`src/rtl/sync_fifo_mp.sv`:
```
// sync_fifo_mp: multi-lane synchronous FIFO with contiguous per-lane requests and pointer overwrite.
// Defining SYNC_FIFO_MP_ALMOST_FULL_EN enables the almost_full compare; otherwise almost_full is tied to 0.
module sync_fifo_mp #(
   parameter int DEPTH      = 8,
   parameter int WIDTH      = 8,
   parameter int PTR_WIDTH  = $clog2(DEPTH) + 1,
   parameter int W_PORTS    = 2,
   parameter int R_PORTS    = 2,
   parameter int RESET_MODE = 0,
   parameter int AF_THRESH  = DEPTH - 2
) (
   input  logic                       clk,
   input  logic                       reset,
   input  logic [W_PORTS-1:0]         w_en,
   input  logic [W_PORTS*WIDTH-1:0]   din,
   input  logic [R_PORTS-1:0]         r_en,
   output logic [R_PORTS*WIDTH-1:0]   dout,
   output logic [R_PORTS-1:0]         dout_valid,
   output logic [PTR_WIDTH-1:0]       w_ptr,
   output logic [PTR_WIDTH-1:0]       r_ptr,
   output logic [PTR_WIDTH-1:0]       count,
   output logic                       full,
   output logic                       empty,
   output logic                       almost_full,
   output logic                       w_fail,
   output logic                       r_fail,
   input  logic                       change_w_ptr_en,
   input  logic                       change_r_ptr_en,
   input  logic [PTR_WIDTH-1:0]       change_w_ptr_value,
   input  logic [PTR_WIDTH-1:0]       change_r_ptr_value
);
   localparam int AW = $clog2(DEPTH);

   if (DEPTH < 4 || (DEPTH & (DEPTH - 1)) != 0 || PTR_WIDTH != AW + 1 ||
       W_PORTS < 1 || W_PORTS > 4 || R_PORTS < 1 || R_PORTS > 4 ||
       AF_THRESH < 0 || AF_THRESH > DEPTH) begin : g_bad_params
      $error("sync_fifo_mp: illegal parameter combination");
   end

   logic [WIDTH-1:0]         r_mem [DEPTH];
   logic [PTR_WIDTH-1:0]     r_wp;
   logic [PTR_WIDTH-1:0]     r_rp;
   logic [R_PORTS*WIDTH-1:0] r_dout;
   logic [R_PORTS-1:0]       r_dv;
   logic                     r_wf;
   logic                     r_rf;
   logic [PTR_WIDTH-1:0]     w_count;
   logic [PTR_WIDTH-1:0]     w_wn;
   logic [PTR_WIDTH-1:0]     w_rn;
   logic                     w_wok;
   logic                     w_rok;

   assign w_count    = r_wp - r_rp;
   assign count      = w_count;
   assign full       = w_count == PTR_WIDTH'(DEPTH);
   assign empty      = w_count == '0;
   assign w_ptr      = r_wp;
   assign r_ptr      = r_rp;
   assign dout       = r_dout;
   assign dout_valid = r_dv;
   assign w_fail     = r_wf;
   assign r_fail     = r_rf;

`ifdef SYNC_FIFO_MP_ALMOST_FULL_EN
   assign almost_full = w_count >= PTR_WIDTH'(AF_THRESH);
`else
   assign almost_full = 1'b0;
`endif

   // Lane counts and acceptance: requests must be contiguous from lane 0 and fit pre-edge occupancy
   always_comb begin
      w_wn = '0;
      w_rn = '0;
      for (int i = 0; i < W_PORTS; i++) w_wn = w_wn + PTR_WIDTH'(w_en[i]);
      for (int i = 0; i < R_PORTS; i++) w_rn = w_rn + PTR_WIDTH'(r_en[i]);
      w_wok = ((w_en & (w_en + W_PORTS'(1))) == '0) && (w_wn <= PTR_WIDTH'(DEPTH) - w_count);
      w_rok = ((r_en & (r_en + R_PORTS'(1))) == '0) && (w_rn <= w_count);
   end

   // Storage: cleared on reset only when RESET_MODE is 1; accepted lanes land at consecutive addresses
   always_ff @(posedge clk) begin
      if (reset) begin
         if (RESET_MODE == 1)
            for (int i = 0; i < DEPTH; i++) r_mem[i] <= '0;
      end else if (!change_w_ptr_en && w_wok) begin
         for (int i = 0; i < W_PORTS; i++)
            if (w_en[i]) r_mem[AW'(r_wp + PTR_WIDTH'(i))] <= din[(W_PORTS-1-i)*WIDTH +: WIDTH];
      end
   end

   // Pointers, reject pulses and registered read data; overwrite strobes suppress same-cycle transfers
   always_ff @(posedge clk) begin
      if (reset) begin
         r_wp   <= '0;
         r_rp   <= '0;
         r_wf   <= 1'b0;
         r_rf   <= 1'b0;
         r_dv   <= '0;
         r_dout <= '0;
      end else begin
         r_wp <= change_w_ptr_en ? change_w_ptr_value : w_wok ? r_wp + w_wn : r_wp;
         r_rp <= change_r_ptr_en ? change_r_ptr_value : w_rok ? r_rp + w_rn : r_rp;
         r_wf <= |w_en && !change_w_ptr_en && !w_wok;
         r_rf <= |r_en && !change_r_ptr_en && !w_rok;
         r_dv <= (!change_r_ptr_en && w_rok) ? r_en : '0;
         for (int i = 0; i < R_PORTS; i++)
            if (!change_r_ptr_en && w_rok && r_en[i])
               r_dout[(R_PORTS-1-i)*WIDTH +: WIDTH] <= r_mem[AW'(r_rp + PTR_WIDTH'(i))];
      end
   end
endmodule

```
`config.mk`:
```
export PLATFORM = sky130hd
export DESIGN_NAME = sync_fifo_mp
export DESIGN_NICKNAME = d
export VERILOG_FILES = /design/src/rtl/sync_fifo_mp.sv
export SDC_FILE = /design/constraint.sdc
export NUM_CORES = 1
export LEC_CHECK = 0
export CAP_MARGIN = 20
export CORE_MARGIN = 3
export CORE_UTILIZATION = 61
export CTS_CLUSTER_DIAMETER = 30
export DETAILED_ROUTE_END_ITERATION = 8
export PLACE_DENSITY = 0.83
export SLEW_MARGIN = 10
export SYNTH_ARGS = -nofsm -noshare
export SYNTH_HDL_FRONTEND = slang
export SYNTH_SLANG_ARGS = --single-unit
```
`constraint.sdc`:
```
create_clock -name clk -period 8.7 [get_ports clk]
set_input_delay 1.74 -clock clk [delete_from_list [all_inputs] [get_ports clk]]
set_output_delay 1.74 -clock clk [all_outputs]
set_load 0.005 [all_outputs]
```
==> metrics.txt, run 1 <==
status finished, final reports clean; Final ANT Viol Nets 0; met1 track demand over resource between 30% and 40%; Via density around 6.7; Netlist cell types 58; Post-CTS Setup Bufs 0; most common cell in the netlist mux2_2; async set-reset flop share out of synthesis 0%; GRT Max-Usage Layer met2; fin nets a little under 600; die area 10800 µm²; met3 Use GR approximately 5.7%; Startpoint Class flip-flop; combinational power share ~37%; Syn Area/Cell 12.2 µm²; DRC errors left 0; crit end category flip-flop; compound-cell area share of the yosys netlist a little under a tenth; sequential share of the synthesized area between 40% and 50%; switching share of power a little over a third; Worst EP required a little under 9 ns; final hold violation count 0; Psw 470 µW; Hold WC Path Type reg -> reg; CTS clock-pin slew for the worst setup and hold paths ~0.1 ns; Synth Area in Simple Gates approximately 11%; Max Slew Vio Count 0; Layout area overhead 16.0%; sequential power share between 40% and 50%; yosys warns 0; TNS Setup 0 ns; initial antenna violation count 0; PortBufs 65; Die Span Y roughly 100 µm; Post-CTS Hold Fix Bufs 0; chip width roughly 100 µm; total of max-cap violations 0; hpwl dp roughly 11 mm; final setup vio count 0; IR drop worst, VDD between 0.0001 and 0.00015 V; Fmax 190 MHz; Wirelength per Cell around 22 µm; P_leak roughly 2.3 nW; total power approximately 1.3 mW; largest net degree at the start of global routing 38; mux cell area share after synthesis roughly a quarter; Yosys top cell area share about a third; GR Util All Layers between 20 and 30%; PostCTS Resize Cnt 0; crit path max fanout 37; largest family of logic cells by synthesized area multiplexers; first-pass iteration count of the detailed router 7; Period Utilization, post-route 60.5%; CTS tree yes; H-tree depth 3; worst slew pin tran ~1 ns; share of cells above drive strength 1 between 20% and 30%; clk buf depth 2; top_reg_cell synth edfxtp_1; Row Count 35; top cells by count, synth 72 x mux2_2, 64 x edfxtp_1, 34 x nand2_1, 32 x mux4_2, 32 x nor2_1; Mapped Nets 536; dominant cell type by area after synthesis edfxtp_1; Syn Std Cell Area 5870 µm²; Post-Syn Instances around 480; Worst EP arrival roughly 5.3 ns; Routed WL 14.8 mm; root buffer cell clkbuf_8; Clk Latency, worst-skew pair around 0.36 ns; Pwr Density around 190 nW/µm²; Fillers 652; Adder-Cell Fraction of Synth Area ~5.3%; Yosys reg bits just over 90; DR iter-0 viols roughly 410; unrepaired setup endpoints after global routing false; Synth Area in XOR/XNOR ~2.1%; initial core utilization between 60% and 70%; Slew headroom around a third; Internal 842 µW; vias in the first global route roughly 4500; Post-synth EDFFs 64; fin crit period 5.26 ns; routed via count 4475; Setup CP Type reg -> reg; clock power share a little over a fifth; Global Route met2 Usage a little under half; first-pass GRT wire length ~23 mm; Synth area leaders edfxtp_1 33%, mux2_2 14%, mux4_2 12%; Core Region a little over 9000 µm²; final clock skew around 0.0084 ns; Inserted Clock Buffers 9; diodes inserted 0; number of clock sinks 92; grt ovf 0; global placement routability congestion 0.966; I/O pin cnt 67
placed cells by master, fill, tap and decap left out, types with 4 or more instances in the layout:
cell / instances
mux2_2: 72
clkdlybuf4s50_1: 65
edfxtp_1: 64
nand2_1: 34
nor2_1: 32
mux4_2: 32
dfxtp_1: 27
inv_1: 21
ha_1: 20
nor3_1: 19
nor4_1: 19
a31oi_1: 16
a21oi_1: 9
clkbuf_8: 9
o211ai_2: 6
nand3_1: 6
a211oi_1: 5
buf_4: 5
o21ai_0: 4
a2111oi_0: 4
a311oi_1: 4
worst paths after layout:
| check | depth (start not counted) | slack, ns | endpoint | startpoint |
|---|---|---|---|---|
| hold reg to reg | 2 | 0.56 | dout[14] | dout[14] |
| setup reg to reg | 13 | 3.44 | r_mem[3][0] | r_ptr[0] |
| hold / removal | 2 | 0.56 | dout[14] | dout[14] |
| setup / recovery | 13 | 3.44 | r_mem[3][0] | r_ptr[0] |
kinds of logic after synthesis:
logic type,count (synthesis)
adder cells (fa/ha/maj),23
flip-flops,92
XOR/XNOR,9
multiplexers,104
AO/OA/AOI/OAI,68
AND/OR/NAND/NOR,131
buffers and inverters,53
other,1
stage by stage:
stage          hold slack [ns]  setup WS [ns]  area, µm²  util (%)  cells
6_report                 0.560           3.44       6810      73.3    669
5_1_grt                  0.574           3.06       6810      73.3    669
4_1_cts                  0.560           3.48       6790      73.2    668
3_5_place_dp             0.547           3.42       6610      71.2    652
3_3_place_gp             0.533           3.44       6600      71.1    651
2_1_floorplan            0.532           4.08       5870         -    481
critical path, cell delays in order, from the launching register on:
cell	delay [ns]
dfxtp_2	1.00
ha_1	0.34
inv_1	0.07
fa_1	0.60
inv_1	0.10
ha_1	0.28
inv_1	0.05
ha_1	0.28
nor2b_1	0.15
o21ai_0	0.24
or2_1	0.40
o21ai_1	0.39
a211oi_1	0.74
buf_2	0.30
state kept, by name (all words and copies together), names as in the netlist:
signal and flops:
r_mem 64, dout_valid 2, w_ptr 4, w_fail 1, r_fail 1, dout 16, r_ptr 4
metal layers:
layer	vias up	part of all wire, %
li1	1994	-
met1	2180	38
met2	249	50
met3	52	9.0
met4	0	3.5
met5	-	0
power by group through the flow:
stage | logic [mW] | registers (mW) | clock network, mW
finish | 0.489 | 0.543 | 0.280
global route | 0.527 | 0.548 | 0.303
CTS | 0.483 | 0.542 | 0.284
detailed placement | 0.480 | 0.553 | 0
global placement | 0.463 | 0.549 | 0
floorplan | 0.338 | 0.535 | 0
layout make-up:
cell class	count	area (µm²)	area share [%]
clock buffer	9	124	1.82
clock inverter	7	63.8	0.937
inverter	24	90.1	1.32
multi-input combinational	336	3180	46.7
sequential	92	2480	36.5
tap	129	161	2.37
timing repair buffer	72	708	10.4
(Power assumes the default switching activity.)
==> inputs of run 2 (changes only) <==
- CORE_UTILIZATION: 61 -> 52
- PLACE_DENSITY: 0.83 -> 0.75
- clock period: 8.7 -> 4.4 ns (I/O delays scaled with it)
==> run 2 against run 1 <==
Effect of this change:
- setup slack lost 2.9 ns
- via count shrank 3.5%
- sequential power grew 92%
- global-route usage shrank 5.0 points
- clock-buffer cell count grew 2
- worst hold slack lost 0.0092 ns
- combinational power grew 110%
- routed wire length shrank 4.9%
- core utilization shrank 9.3 points
==> metrics.txt, run 2 (synthesis gave the netlist of run 1 again) <==
final core occ 64.1% (-9.3 points); PortBufs 65 (unchanged); hpwl dp 10.4 mm (-2.0%); Finished Cell Area 7010 µm² (+2.9%); Worst Hold Depth 2 (unchanged); Via density 6.26 (-6.5%); crit end category flip-flop; Cells after DPL 674 (+3.4%); routed via count 4317 (-3.5%); chip width 112 µm (+7.8%); Routed WL 14.1 mm (-4.9%); clk buf depth 2 (unchanged); crit path max fanout 8 (-78%); fin crit period 3.89 ns (-1.37 ns); GR Util All Layers 22.6% (-5.0 points); Hold WC Path Type reg -> reg; worst slew pin tran 0.766 ns (-0.240 ns); final setup vio count 0 (unchanged); max reg flops 64 (unchanged); Setup CP Type reg -> reg; diodes inserted 0 (unchanged); Inserted Clock Buffers 9 (unchanged); Wirelength per Cell 20.4 µm (-7.8%); sequential power share 36.5% (-4.9 points); combinational power share 35.5% (-1.7 points); H-tree depth 3 (unchanged); Pwr Density 408 nW/µm² (+110%); final clock skew 0.00616 ns (-0.00228 ns); end of the worst hold path dout[10]; switching share of power 32.7% (-3.2 points); first-pass GRT wire length 22.6 mm (-3.2%); cell mode on critical path inv_1; clock power share 28.0% (+6.6 points); Post-CTS Hold Fix Bufs 0 (unchanged); total of max-cap violations 0 (unchanged); Post-CTS Setup Bufs 0 (unchanged); most frequent cells in the layout 72 x mux2_2, 65 x clkdlybuf4s50_1, 64 x edfxtp_1; Worst Reg2Reg Path Length in Cells 13 (unchanged); initial core utilization 53.7% (-9.5 points); P_leak 2.43 nW (+4.0%); initial antenna violation count 0 (unchanged); Startpoint Class flip-flop; Core Region 10900 µm² (+18%); Psw 935 µW (+99%); worst r2r dst r_mem[5][5]; Row Count 38 (+8.6%); unrepaired setup endpoints after global routing false; Crit-path slowest cell a2111oi_4; Worst EP arrival 3.99 ns (-1.35 ns); worst r2r src w_ptr[0]; post-placement cell area 6710 µm² (+1.5%); Clk Latency, worst-skew pair 0.34 ns (-0.02 ns); worst path cell trace inv_1 > ha_1 > inv_1 > fa_1 > inv_1 > ha_1 > inv_1 > ha_1 > nor2b_1 > o21ai_0 > nor2_1 > a2111oi_4 > mux2_2; fin nets 600 (+1.7%); Internal 1.92 mW (+130%); commonest non-fill, non-tap cell in the layout mux2_2; root buffer cell clkbuf_16; vias in the first global route 4250 (-4.7%); IR drop worst, VDD 0.000224 V (+89%); largest net degree at the start of global routing 37 (-2.6%); status finished, final reports clean; crit path from w_ptr[0]; final hold violation count 0 (unchanged); final std cells w/o fill 690 (+3.1%); worst hold start dout[10]; Final ANT Viol Nets 0 (unchanged); Die Span Y 112 µm (+7.8%); Max Slew Vio Count 0 (unchanged); Fillers 876 (+34%); Slew headroom 47.6% (+15 points); share of cells above drive strength 1 28.2% (+1.1 points); CTS tree yes; Worst Path Buf+Inv 4 (unchanged); Top delay family on crit path adder cells; global placement routability congestion 0.880 (-8.9%); Layout area overhead 19.4%; grt ovf 0 (unchanged); DR iter-0 viols 310 (-25%); PostCTS Resize Cnt 0 (unchanged); DRC errors left 0 (unchanged); CP max stage delay 0.66 ns (-0.34 ns); Period Utilization, post-route 88.5% (+28 points); setup slack, reg-to-reg 0.51 ns (-2.93 ns); Reg with most FFs r_mem; I/O pin cnt 67 (unchanged); Worst EP required 4.49 ns (-4.29 ns); TNS Setup 0 ns (unchanged); CTS clock-pin slew for the worst setup and hold paths 0.07 ns (-0.03 ns); number of clock sinks 92 (unchanged); first-pass iteration count of the detailed router 5 (-2); die area 12600 µm² (+16%); Fmax 257 MHz (+35%)
[run 2: power groups by stage]
stage	logic (mW)	registers [mW]	clock network (mW)
CTS	1.01	1.04	0.804
detailed placement	1.01	1.06	0
floorplan	0.669	1.06	0
finish	1.01	1.04	0.800
global placement	0.972	1.06	0
global route	1.10	1.05	0.837
[run 2: final cells by class]
cell class                      count  area (µm²)  area share, %
Multi-Input combinational cell    336        3180           45.3
Sequential cell                    92        2480           35.4
Timing Repair Buffer               82         778           11.1
Clock buffer                       11         243           3.46
Tap cell                          140         175           2.50
Inverter                           24        90.1           1.29
Clock inverter                      5        60.1          0.857
[run 2: stage by stage]
step	power, mW	hold WS, ns	worst slack [ns]
after floorplan	1.73	0.532	-0.221
after global placement	2.03	0.534	0.511
after detailed placement	2.07	0.542	0.402
after CTS	2.86	0.551	0.531
after global routing	2.99	0.575	0.286
final	2.86	0.550	0.507
[run 2: how the worst max path moves through the flow]
stage / to / slack [ns] / depth (start not counted)
2_1_floorplan: r_mem[0][0] / -0.22 / 15
3_3_place_gp: r_mem[2][5] / 0.51 / 11
3_5_place_dp: r_mem[2][3] / 0.40 / 11
4_1_cts: r_mem[5][5] / 0.53 / 13
5_1_grt: r_mem[6][2] / 0.29 / 14
6_report: r_mem[5][5] / 0.51 / 13
[run 2: worst reg2reg max path, stage by stage (launching register included)]
cell and delay, ns:
dfxtp_1 0.32, inv_1 0.06, ha_1 0.18, inv_1 0.06, fa_1 0.59, inv_1 0.10, ha_1 0.29, inv_1 0.05
ha_1 0.28, nor2b_1 0.14, o21ai_0 0.31, nor2_1 0.21, a2111oi_4 0.66, mux2_2 0.41
[run 2: metal layers]
layer,vias to the layer above,share of wire [%],GRT usage (%)
li1,2012,-,-
met1,2119,45,31.9
met2,166,47,35.9
met3,20,6.0,4.26
met4,0,1.7,7.05
met5,-,0,0
==> inputs of run 3 (changes only) <==
- CORE_MARGIN: 3 -> unset
- SETUP_SLACK_MARGIN: unset -> 0.05
==> run 3 against run 2 <==
Effect of this change:
- core utilization up 0.069 points
- setup slack worse by 0.067 ns
- power grew 1.2%
- critical path depth stayed put
- first-iteration DRC count rose by 20%
- sequential power hardly changed
- worst hold slack improved by 0.0051 ns
- cell count down 0.14%
- critical endpoint is now r_mem[5][7]
- highest routed layer unchanged
==> metrics.txt, run 3 (synthesis gave the netlist of run 1 again) <==
Post-CTS Setup Bufs 0 (unchanged); P_leak 2.43 nW (about the same); share of cells above drive strength 1 28.2% (+0.051 points); Core Region 10900 µm² (unchanged); Row Count 38 (unchanged); final setup vio count 0 (unchanged); crit path max fanout 8 (unchanged); CTS tree yes; die area 11700 µm² (-7.0%); root buffer cell clkbuf_16; H-tree depth 3 (unchanged); end of the worst hold path dout[11]; Worst EP arrival 4.06 ns (+0.07 ns); PostCTS Resize Cnt 0 (unchanged); Internal 1.92 mW (-0.18%); first-pass GRT wire length 22.6 mm (-0.25%); number of clock sinks 92 (unchanged); total of max-cap violations 0 (unchanged); Period Utilization, post-route 90.0% (+1.5 points); worst hold start dout[11]; Layout area overhead 19.5%; Final ANT Viol Nets 0 (unchanged); CTS clock-pin slew for the worst setup and hold paths 0.08 ns (about the same); chip width 108 µm (-3.6%); commonest non-fill, non-tap cell in the layout mux2_2; setup slack, reg-to-reg 0.44 ns (-0.07 ns); final std cells w/o fill 689 (-0.14%); final clock skew 0.0147 ns (+0.00850 ns); worst r2r dst r_mem[5][7]; I/O pin cnt 67 (unchanged); final hold violation count 0 (unchanged); initial antenna violation count 0 (unchanged); crit end category flip-flop; Via density 6.32 (+1.0%); Startpoint Class flip-flop; sequential power share 36.2% (-0.3 points); Reg with most FFs r_mem; combinational power share 35.0% (-0.5 points); switching share of power 33.6% (+0.92 points); Worst EP required 4.50 ns (about the same); Worst Reg2Reg Path Length in Cells 13 (unchanged); Setup CP Type reg -> reg; Pwr Density 412 nW/µm² (+1.1%); unrepaired setup endpoints after global routing false; worst slew pin tran 0.829 ns (+0.0628 ns); diodes inserted 0 (unchanged); initial core utilization 53.7% (unchanged); Fillers 881 (+0.57%); Post-CTS Hold Fix Bufs 0 (unchanged); status finished, final reports clean; GR Util All Layers 25.8% (+3.1 points); Slew headroom 44.5% (-3.1 points); Fmax 253 MHz (-1.7%); worst r2r src w_ptr[0]; Cells after DPL 673 (-0.15%); Psw 972 µW (+4.0%); fin crit period 3.96 ns (+0.0667 ns); Wirelength per Cell 20.7 µm (+1.2%); Max Slew Vio Count 0 (unchanged); hpwl dp 10.4 mm (-0.63%); vias in the first global route 4313 (+1.5%); Clk Latency, worst-skew pair 0.35 ns (about the same); DR iter-0 viols 373 (+20%); first-pass iteration count of the detailed router 5 (unchanged); fin nets 599 (-0.17%); global placement routability congestion 0.895 (+1.7%); Hold WC Path Type reg -> reg; clock power share 28.8% (+0.8 points); clk buf depth 2 (unchanged); IR drop worst, VDD 0.000209 V (-6.6%); max reg flops 64 (unchanged); grt ovf 0 (unchanged); post-placement cell area 6700 µm² (-0.11%); most frequent cells in the layout 72 x mux2_2, 65 x clkdlybuf4s50_1, 64 x edfxtp_1; Die Span Y 108 µm (-3.6%); WHS 0.556 ns (+0.00507 ns); Worst Hold Depth 2 (unchanged); DRC errors left 0 (unchanged); PortBufs 65 (unchanged); Finished Cell Area 7020 µm² (+0.11%); Inserted Clock Buffers 9 (unchanged); routed via count 4356 (+0.90%); Routed WL 14.2 mm (+1.0%); largest net degree at the start of global routing 37 (unchanged)
## run 3: cell count changes in the layout (fill, tap and decap cells not counted), sizes merged
cell      before  now
clkbuf        11    9
buf           17   16
clkinvlp       1    2
inv           24   26
clkinv         3    2
## run 3: worst max-delay path by stage
stage | startpoint | endpoint | slack, ns | cells past startpoint
4_1_cts | w_ptr[0] | r_mem[5][7] | 0.50 | 13
3_3_place_gp | w_en[1] | r_mem[2][1] | 0.54 | 11
5_1_grt | w_ptr[0] | r_mem[6][0] | 0.22 | 14
2_1_floorplan | r_ptr[1] | r_mem[0][0] | -0.22 | 15
3_5_place_dp | w_en[1] | r_mem[2][7] | 0.45 | 11
6_report | w_ptr[0] | r_mem[5][7] | 0.44 | 13
## run 3: metrics by stage
stage                     utilization (%)  setup WS [ns]  TNS (ns)  power, mW
after global placement               61.2          0.538         0       2.03
after detailed placement             61.2          0.452         0       2.06
final                                64.2          0.440         0       2.89
after CTS                            64.2          0.498         0       2.89
after floorplan                         -         -0.221     -7.07       1.73
after global routing                 64.2          0.218         0       3.02
## run 3: per-layer routing
layer / wire (µm) / track usage (%) / vias to the layer above / share of wire [%]
met1: 6510 / 36.1 / 2131 / 46
met4: 209 / 7.73 / 0 / 1.5
met3: 777 / 4.04 / 22 / 5.5
li1: - / - / 2024 / -
met2: 6750 / 41.4 / 179 / 47
met5: 0 / 0 / - / 0
## run 3: layout make-up
cell class,count,area (µm²),area share [%]
sequential,92,2480,35.4
multi-input combinational,336,3180,45.3
timing repair buffer,81,771,11.0
clock buffer,9,225,3.21
inverter,24,90.1,1.28
clock inverter,7,92.6,1.32
tap,140,175,2.50
## run 3: power groups by stage
stage / logic (mW) / registers [mW] / clock network, mW
finish: 1.01 / 1.05 / 0.832
global route: 1.10 / 1.05 / 0.868
CTS: 1.01 / 1.05 / 0.832
detailed placement: 0.998 / 1.07 / 0
global placement: 0.970 / 1.06 / 0
floorplan: 0.669 / 1.06 / 0
## run 3: worst max-delay path, stage by stage (launching register included)
cell and delay (ns):
dfxtp_1 0.32, inv_1 0.05, ha_1 0.19, inv_1 0.06, fa_1 0.59, inv_1 0.09
ha_1 0.28, inv_1 0.04, ha_1 0.28, nor2b_1 0.15, o21ai_0 0.34, nor2_1 0.21
a2111oi_4 0.68, mux2_2 0.41
==> edit, RTL diff (config.mk and constraints of run 2) <==
Build with the macro `SYNC_FIFO_MP_ALMOST_FULL_EN` defined.
--- a/src/rtl/sync_fifo_mp.sv
+++ b/src/rtl/sync_fifo_mp.sv
@@ -1,5 +1,7 @@
 // sync_fifo_mp: multi-lane synchronous FIFO with contiguous per-lane requests and pointer overwrite.
 // Defining SYNC_FIFO_MP_ALMOST_FULL_EN enables the almost_full compare; otherwise almost_full is tied to 0.
+`define SYNC_FIFO_MP_ALMOST_FULL_EN
+
 module sync_fifo_mp #(
    parameter int DEPTH      = 8,
    parameter int WIDTH      = 8,
Function: changed (Yosys sat finds a counterexample within 4 cycles, from zero or initial values and one cycle with reset high).
==> edit against run 2 <==
Routed wire length rose by 4.4%; worst setup slack got worse by 0.31 ns; sequential cell count did not move; total power fell by 0.44%; non-clock buffer count fell by 1; fmax fell by 7.3%; largest cell class unchanged; first-iteration DRC count rose by 71%; die area rose by 0.45%; synthesized area rose by 0.47%; cell area rose by 0.66%; critical path type unchanged; critical path depth fell by 2; clock power rose by 2%.
==> edit: results (changes against run 2) <==
[critical_path]
reg2reg_to = r_mem[3][4]
rrSetupSlack_ns = 0.20  ; -0.31 ns
crit_arrival_ns = 4.30  ; +0.31 ns
cp_max_fo = 11  ; +3

[logic_synthesis]
syn_inst = 477  ; -0.83%
synth-seq-area-share_pct = 42.1  ; -0.20 points
synth_cell_types = 55  ; -5.2%
synth_xor_area_share_pct = 1.97  ; -0.12 points

[layout]
drive_above_1_share_pct = 28.3  ; +0.15 points
final_cells = 687  ; -0.43%

[power]
power-per-cell-area_nw_per_um2 = 403  ; -1.1%
pwr-share-comb_pct = 34.7  ; -0.8 points
p_sw_w = 0.000936  ; +0.15%
power_leakage_nw = 2.42  ; -0.54%
pg_clk_w = 0.000817  ; +2%
ir_drop_uv = 205  ; -8.4%

[route]
wl_per_cell_um = 21.4  ; +4.8%
dr_wl_met2_um = 6900  ; +3.6%
initialDrtViolationCount = 529  ; +71%
met1Wirelength_um = 6370  ; +0.32%
drt-vias-per-instance = 6.40  ; +2.3%
wl_met3_um = 1270  ; +49%

[global_routing]
grt_pass1_wl_um = 23800  ; +5.2%
grt_use_met3_pct = 5.88  ; +1.6 points
grt_pass1_vias = 4210  ; -0.94%
use_met1_pct = 34.7  ; +2.8 points

[placed_design]
hpwl_um = 10800  ; +3.7%
io_buffers = 66  ; +1.5%
place_area_sq_um = 6730  ; +0.43%
preCtsSetupSlack_ns = 0.287  ; -0.115 ns
place_inst = 670  ; -0.59%

[sta]
fmaxAchievable_ghz = 0.238  ; -7.3%
skew_ns = 0.00721  ; +0.00105 ns
slew_headroom_pct = 36.4  ; -11 points

[min_path]
hold_end = dout[8]
min_from = dout[8]

[status]
status = complete, no violations

-- edit: logic make-up (layout without fill, tap and decap cells) --
family / after synthesis / in the layout
compound gates: 70 / 70
buf+inv: 51 / 121
flops: 92 / 92
fa+ha+maj: 24 / 24
xor+xnor: 9 / 9
mux: 104 / 104
simple gates: 127 / 127
-- edit: cell type report --
| class | instances | area (sq um) |
|---|---|---|
| inverter | 24 | 90.1 |
| clock buffer | 9 | 225 |
| timing repair buffer | 81 | 769 |
| tap | 140 | 175 |
| clock inverter | 7 | 91.3 |
| multi-input combinational | 334 | 3220 |
| sequential | 92 | 2480 |
| fill | 871 | 3930 |
-- edit: critical path: stages, from the launching register on --
cell       delay, ns
dfxtp_1         0.53
inv_1           0.18
ha_1            0.27
inv_1           0.07
fa_1            0.43
ha_1            0.30
ha_1            0.29
nor2b_1         0.14
o21ai_0         0.34
nor2_2          0.19
a2111oi_4       0.78
mux2_2          0.41
